**src/rtl/vram_scanout_if.sv**
```systemverilog
// VRAM read port and RGB888 pixel stream of the display scanout.
interface vram_scanout_if;
    logic [8:0]  vram_line;
    logic [11:0] vram_col;
    logic [3:0]  vram_mode;
    logic        vram_re;
    logic [23:0] vram_data;
    logic        pix_valid;
    logic        pix_ready;
    logic [23:0] pix_rgb;
    logic        pix_sol;
    logic        pix_eol;
    logic        pix_eof;

    modport master (
        output vram_line, vram_col, vram_mode, vram_re,
        input  vram_data,
        output pix_valid, pix_rgb, pix_sol, pix_eol, pix_eof,
        input  pix_ready
    );

    modport slave (
        input  vram_line, vram_col, vram_mode, vram_re,
        output vram_data,
        input  pix_valid, pix_rgb, pix_sol, pix_eol, pix_eof,
        output pix_ready
    );
endinterface

```
**src/rtl/vram_scanout.sv**
```systemverilog
// Display scanout: walks a VRAM rectangle line by line, converts pixels to
// RGB888 with line/frame flags and buffers them in a FIFO for the encoder.
module vram_scanout #(
    parameter int unsigned FIFO_DEPTH = 16
) (
    input  logic           clk_53_2MHz,
    input  logic           rst,
    input  logic           frame_start,
    input  logic           abort,
    input  logic           disp_24bpp,
    input  logic [9:0]     disp_x0,
    input  logic [8:0]     disp_y0,
    input  logic [9:0]     disp_w,
    input  logic [8:0]     disp_h,
    vram_scanout_if.master bus,
    output logic           busy,
    output logic           frame_done
);
    localparam int unsigned AW = $clog2(FIFO_DEPTH);
    localparam logic [AW:0] FULL = (AW+1)'(FIFO_DEPTH);

    typedef enum logic [1:0] {IDLE, FETCH, DRAIN} state_t;
    state_t state;

    logic          mode24;
    logic [3:0]    mode_q;
    logic [9:0]    x0_q, w_q, col_idx, col_q;
    logic [8:0]    h_q, line_idx, line_q;
    logic          zero_done;

    logic [26:0]   mem [FIFO_DEPTH];
    logic [AW-1:0] wr_ptr, rd_ptr;
    logic [AW:0]   count;

    logic          push, pop, valid, last_col, last_line, col_wrap;
    logic [9:0]    x0_start;
    logic [23:0]   rgb;
    logic [26:0]   head;

    always_comb begin
        push      = (state == FETCH) && (count < FULL);
        valid     = count != '0;
        pop       = valid && bus.pix_ready;
        head      = mem[rd_ptr];
        last_col  = col_idx == w_q - 10'd1;
        last_line = line_idx == h_q - 9'd1;
        col_wrap  = mode24 ? (col_q == 10'd681) : (col_q == 10'd1023);
        // a 24bpp line is 682 pixels wide, so the origin is folded into range once
        x0_start  = (disp_24bpp && disp_x0 >= 10'd682) ? disp_x0 - 10'd682 : disp_x0;
        if (mode24)
            rgb = {bus.vram_data[7:0], bus.vram_data[15:8], bus.vram_data[23:16]};
        else
            rgb = {bus.vram_data[4:0],   bus.vram_data[4:2],
                   bus.vram_data[9:5],   bus.vram_data[9:7],
                   bus.vram_data[14:10], bus.vram_data[14:12]};
    end

    assign bus.vram_re   = push;
    assign bus.vram_line = line_q;
    assign bus.vram_col  = {2'b00, col_q};
    assign bus.vram_mode = mode_q;
    assign bus.pix_valid = valid;
    assign {bus.pix_eof, bus.pix_eol, bus.pix_sol, bus.pix_rgb} = valid ? head : '0;
    assign busy       = (state != IDLE) || valid;
    assign frame_done = zero_done || (pop && head[26] && (state == DRAIN));

    always_ff @(posedge clk_53_2MHz) begin
        if (rst) begin
            state     <= IDLE;
            mode24    <= 1'b0;
            mode_q    <= 4'd2;
            x0_q      <= '0;
            w_q       <= '0;
            h_q       <= '0;
            col_idx   <= '0;
            line_idx  <= '0;
            col_q     <= '0;
            line_q    <= '0;
            zero_done <= 1'b0;
            wr_ptr    <= '0;
            rd_ptr    <= '0;
            count     <= '0;
        end else if (abort) begin
            state     <= IDLE;
            zero_done <= 1'b0;
            wr_ptr    <= '0;
            rd_ptr    <= '0;
            count     <= '0;
        end else begin
            zero_done <= 1'b0;
            if (push)
                wr_ptr <= wr_ptr + AW'(1);
            if (pop)
                rd_ptr <= rd_ptr + AW'(1);
            count <= count + (AW+1)'(push) - (AW+1)'(pop);

            case (state)
                IDLE: begin
                    if (frame_start) begin
                        mode24   <= disp_24bpp;
                        mode_q   <= disp_24bpp ? 4'd8 : 4'd2;
                        x0_q     <= x0_start;
                        w_q      <= disp_w;
                        h_q      <= disp_h;
                        col_q    <= x0_start;
                        line_q   <= disp_y0;
                        col_idx  <= '0;
                        line_idx <= '0;
                        if (disp_w == '0 || disp_h == '0)
                            zero_done <= 1'b1;
                        else
                            state <= FETCH;
                    end
                end
                FETCH: begin
                    if (push) begin
                        if (last_col) begin
                            col_idx  <= '0;
                            col_q    <= x0_q;
                            line_idx <= line_idx + 9'd1;
                            line_q   <= line_q + 9'd1;
                            if (last_line)
                                state <= DRAIN;
                        end else begin
                            col_idx <= col_idx + 10'd1;
                            col_q   <= col_wrap ? '0 : col_q + 10'd1;
                        end
                    end
                end
                DRAIN: begin
                    if (pop && head[26])
                        state <= IDLE;
                end
                default: state <= IDLE;
            endcase
        end
    end

    always_ff @(posedge clk_53_2MHz) begin
        if (push)
            mem[wr_ptr] <= {last_col && last_line, last_col, col_idx == '0, rgb};
    end
endmodule

```
**src/flat_wrapper.sv**
```systemverilog
// flat-port wrapper written by rule: the top's interface ports become plain ports
module vram_scanout_flat 
#(
    parameter int unsigned FIFO_DEPTH = 16
)
  (clk_53_2MHz, rst, frame_start, abort, disp_24bpp, disp_x0, disp_y0, disp_w, disp_h, busy, frame_done, bus_vram_line, bus_vram_col, bus_vram_mode, bus_vram_re, bus_vram_data, bus_pix_valid, bus_pix_rgb, bus_pix_sol, bus_pix_eol, bus_pix_eof, bus_pix_ready);
  vram_scanout_if bus_i ();
  input  logic clk_53_2MHz;
  input  logic rst;
  input  logic frame_start;
  input  logic abort;
  input  logic disp_24bpp;
  input  logic [9:0] disp_x0;
  input  logic [8:0] disp_y0;
  input  logic [9:0] disp_w;
  input  logic [8:0] disp_h;
  output logic busy;
  output logic frame_done;
  output wire logic [$bits(bus_i.vram_line)-1:0] bus_vram_line;
  output wire logic [$bits(bus_i.vram_col)-1:0] bus_vram_col;
  output wire logic [$bits(bus_i.vram_mode)-1:0] bus_vram_mode;
  output wire logic [$bits(bus_i.vram_re)-1:0] bus_vram_re;
  input wire logic [$bits(bus_i.vram_data)-1:0] bus_vram_data;
  output wire logic [$bits(bus_i.pix_valid)-1:0] bus_pix_valid;
  output wire logic [$bits(bus_i.pix_rgb)-1:0] bus_pix_rgb;
  output wire logic [$bits(bus_i.pix_sol)-1:0] bus_pix_sol;
  output wire logic [$bits(bus_i.pix_eol)-1:0] bus_pix_eol;
  output wire logic [$bits(bus_i.pix_eof)-1:0] bus_pix_eof;
  input wire logic [$bits(bus_i.pix_ready)-1:0] bus_pix_ready;
  assign bus_vram_line = bus_i.vram_line;
  assign bus_vram_col = bus_i.vram_col;
  assign bus_vram_mode = bus_i.vram_mode;
  assign bus_vram_re = bus_i.vram_re;
  assign bus_i.vram_data = bus_vram_data;
  assign bus_pix_valid = bus_i.pix_valid;
  assign bus_pix_rgb = bus_i.pix_rgb;
  assign bus_pix_sol = bus_i.pix_sol;
  assign bus_pix_eol = bus_i.pix_eol;
  assign bus_pix_eof = bus_i.pix_eof;
  assign bus_i.pix_ready = bus_pix_ready;
  vram_scanout #(.FIFO_DEPTH(FIFO_DEPTH)) u_core (.clk_53_2MHz(clk_53_2MHz), .rst(rst), .frame_start(frame_start), .abort(abort), .disp_24bpp(disp_24bpp), .disp_x0(disp_x0), .disp_y0(disp_y0), .disp_w(disp_w), .disp_h(disp_h), .bus(bus_i), .busy(busy), .frame_done(frame_done));
endmodule
```
**config.mk**
```make
export PLATFORM = sky130hd
export DESIGN_NAME = vram_scanout_flat
export DESIGN_NICKNAME = d
export VERILOG_FILES = /design/src/rtl/vram_scanout_if.sv /design/src/rtl/vram_scanout.sv /design/src/flat_wrapper.sv
export SDC_FILE = /design/constraint.sdc
export NUM_CORES = 1
export LEC_CHECK = 0
export CORE_MARGIN = 2
export CORE_UTILIZATION = 45
export CTS_CLUSTER_DIAMETER = 200
export DETAILED_ROUTE_END_ITERATION = 6
export PLACE_DENSITY = 0.74
export SYNTH_ARGS = -nofsm -noshare
export SYNTH_HDL_FRONTEND = slang
export SYNTH_SLANG_ARGS = --single-unit
export TNS_END_PERCENT = 10
```
**constraint.sdc**
```tcl
create_clock -name clk_53_2MHz -period 6 [get_ports clk_53_2MHz]
set_input_delay 1.8 -clock clk_53_2MHz [delete_from_list [all_inputs] [get_ports clk_53_2MHz]]
set_output_delay 1.8 -clock clk_53_2MHz [all_outputs]
set_load 0.01 [all_outputs]
```
==> flow_summary.yaml <==
synthesis:
  postSynth.asyncResetShare: 0
  ys_dominant_reg_cell: "sky130_fd_sc_hd__edfxtp_1"
  synth_edf_count: 432
  netlist-cell-type-count: 76
  syn-mean-instance-area_um2: 16.2
  synth_cell_area_mm2: 0.0219
  synth_seq_area_share: 0.675
  mapped_cells: 1347
  flops_latches_synth: 521
  ys_warns: 0
clock_tree:
  cts_tree: "built"
  cts_resized: 0
  cts.sink_count: 521
  clockBufferDepth: 3
  post-cts-setup-buffers: 0
  insertion_delay_ns: 0.60
  htree_num_levels: 2
  hold_buffers: 0
  clkSlewWorstSetupHoldPaths_ns: 0.06
  cts_root_buf: "sky130_fd_sc_hd__clkbuf_16"
  cts_buffers: 51
setup_path:
  critical_path_arrival_ns: 3.58
  critical_path.startpoint_type: "flip-flop"
  path_max_fanout: 30
  end_kind: "output pin"
  worstSetupPathType: "reg2out"
  cp.required_ns: 4.20
sta:
  skew_ns: 0.0229
  setup_tns_ns: 0
  rsz0062_at_grt: "no"
  worst_pin_slew_ns: 1.20
  max_clock_freq_mhz: 186
  final.hold.worst_slack_ns: 0.458
  final-setup-viol-count: 0
  finalMaxSlewViolations: 0
  final_min_period_over_clock_period: 0.896
  layout_min_cycle_time_ns: 5.38
  worst_slew_margin_rel: 0.196
  final_hold_viol_count: 0
detailed_routing:
  antenna_left: 0
  detailedRoute.firstIterationViolations: 1204
  finalWirelength_mm: 51.0
  dr_vias: 12600
  detail_route.vias_per_cell: 5.90
  final_routed_wire_length_divided_by_cell_count_um: 23.9
  drt_pass1_iterations: 5
  drt_drc_violations_left: 0
global_route:
  grt_pass1_wl_mm: 76.1
  sum_of_overflow_across_all_layers_after_global_routing: 0
  grt_pass1_vias: 12500
  grt_usage: 0.202
  largest_net_degree_at_the_start_of_global_routing: 52
  grt_antenna_before_repair: 1
pwr:
  irDropWorstVdd_mv: 0.231
  power.density_cell_area_mw_per_mm2: 346
  power.leakage_uw: 0.00820
finish:
  area.growth.synth_to_final_pct: 17.5
  final_layout_size_suffix_gt1_frac: 0.192
  finalNonFillerCells: 2133
  design_area_mm2: 0.0257
  filler_instances: 3749
  regArea_mm2: 0.0148
  antenna_cells: 0
  nNetsFinal: 1566
  fin_util: 0.537
  multi_input_area_mm2: 0.00678
place:
  detailedPlacementHpwl_mm: 29.6
  io_buffers: 119
  post-place-cells: 2040
  post_dp_cell_area_mm2: 0.0239
  gp_congestion: 0.863
floorplanning:
  die-area_mm2: 0.0503
  initial_core_util: 0.457
  fp.dieH_um: 224
  die_x_um: 224
  floorplan.io_pins: 124
  placement_rows: 80
  placeable_area_mm2: 0.0478
run_status:
  run_status: "completed"
job:
  maxCapViolCount: 0
min_path:
  hold_path.class: "reg2reg"
## where the power goes
part           internal (uW)  leakage [uW]  total (uW)  switching (uW)
logic                    733       0.00272        1470             733
registers               4010       0.00463        4090            84.6
clock network           1940      0.000854        3340            1390
## registers in the layout (all words and copies together), names as in the netlist, 5 cells and up, named ones only
register	count
u_core.h_q	9
u_core.w_q	10
u_core.count	5
u_core.col_idx	10
u_core.mem	432
u_core.bus.vram_line	9
u_core.line_idx	9
u_core.col_q	10
u_core.x0_q	10
## kinds of logic (layout without fill, tap and decap cells)
family	count (synthesis)	in the layout	synth area share
AO/OA/AOI/OAI	150	150	0.0463
XOR/XNOR	56	56	0.0231
adder cells (fa/ha/maj)	20	20	0.0118
buffers and inverters	110	278	0.0210
flip-flops	521	521	0.675
multiplexers	152	152	0.147
other	1	4	0.000172
AND/OR/NAND/NOR	337	337	0.0754
## metal layers
layer	vias to the layer above	global-route usage	routed length (um)
met5	-	0	0
met4	0	0.0481	874
met3	70	0.0391	4150
met2	589	0.337	24800
met1	6396	0.278	21100
li1	5527	-	-
## area by class of cell
type	instances	share of cell area
Multi-Input combinational cell	719	0.264
Inverter	33	0.00483
Clock inverter	32	0.0153
Tap cell	615	0.0300
Clock buffer	61	0.0532
Sequential cell	521	0.575
Timing Repair Buffer	152	0.0573
## cells in the mapped netlist, drive strengths merged, types with 12 or more instances
master  number  area (um^2)
edfxtp     432        13000
mux4       135         3040
nand2      122          458
dfxtp       89         1780
nor2        73          274
a21oi       54          274
clkbuf      53          200
inv         33          124
xor2        33          289
and2        30          188
buf         24          134
xnor2       22          193
ha          19          238
nand3       19         95.1
o21ai       15         78.8
nand2b      14         87.6
nand4       14         87.6
nor4        13          109
a211oi      12         95.1
nor3        12         60.1
## per-stage QoR
stage | total power (uW) | worst slack [ns]
2_1_floorplan | 5000 | 1.73
3_3_place_gp | 5610 | 0.814
3_5_place_dp | 5640 | 0.834
4_1_cts | 8970 | 0.523
5_1_grt | 9220 | 0.441
6_report | 8890 | 0.621
## final timing paths
kind                       start               to  slack [ns]  cells after the start
setup / recovery       flip-flop      bus_pix_eol        0.62                      5
hold / removal    u_core.x0_q[4]   u_core.x0_q[4]        0.46                      2
setup reg to reg   u_core.w_q[0]  u_core.col_q[9]        2.47                     10
hold reg to reg   u_core.x0_q[4]   u_core.x0_q[4]        0.46                      2
## placed cells by master (no fill, tap or decap), types with 4 or more instances in the layout
master	instances
sky130_fd_sc_hd__a22oi_1	4
sky130_fd_sc_hd__and2_1	30
sky130_fd_sc_hd__o31ai_1	10
sky130_fd_sc_hd__a211oi_1	11
sky130_fd_sc_hd__or3_1	4
sky130_fd_sc_hd__nand2b_1	14
sky130_fd_sc_hd__clkinv_2	9
sky130_fd_sc_hd__edfxtp_1	432
sky130_fd_sc_hd__a21oi_1	53
sky130_fd_sc_hd__clkbuf_16	53
sky130_fd_sc_hd__mux4_2	135
sky130_fd_sc_hd__o21ai_0	9
sky130_fd_sc_hd__nor2b_1	6
sky130_fd_sc_hd__conb_1	4
sky130_fd_sc_hd__clkbuf_1	7
sky130_fd_sc_hd__o21ai_1	5
sky130_fd_sc_hd__mux2i_1	11
sky130_fd_sc_hd__xor2_1	33
sky130_fd_sc_hd__a31oi_1	8
sky130_fd_sc_hd__nor4_1	9
sky130_fd_sc_hd__a221oi_1	5
sky130_fd_sc_hd__nor2_4	12
sky130_fd_sc_hd__o22ai_1	7
sky130_fd_sc_hd__and3_1	7
sky130_fd_sc_hd__nand3_1	19
sky130_fd_sc_hd__ha_1	19
sky130_fd_sc_hd__buf_4	30
sky130_fd_sc_hd__nor3_1	8
sky130_fd_sc_hd__clkdlybuf4s50_1	118
sky130_fd_sc_hd__nand4_1	14
sky130_fd_sc_hd__clkinv_1	7
sky130_fd_sc_hd__xnor2_1	22
sky130_fd_sc_hd__nor2_1	59
sky130_fd_sc_hd__mux2_2	6
sky130_fd_sc_hd__dfxtp_1	84
sky130_fd_sc_hd__inv_1	33
sky130_fd_sc_hd__or4_1	8
sky130_fd_sc_hd__nand2_1	122
sky130_fd_sc_hd__bufinv_16	7
## worst max-delay path, stage by stage (launching register included)
cell and delay (ns):
sky130_fd_sc_hd__dfxtp_4 0.78, sky130_fd_sc_hd__buf_4 0.43, sky130_fd_sc_hd__mux4_2 0.58, sky130_fd_sc_hd__mux4_2 0.52
sky130_fd_sc_hd__and2_1 0.18, sky130_fd_sc_hd__clkdlybuf4s50_1 0.47
(Power assumes the default switching activity.)
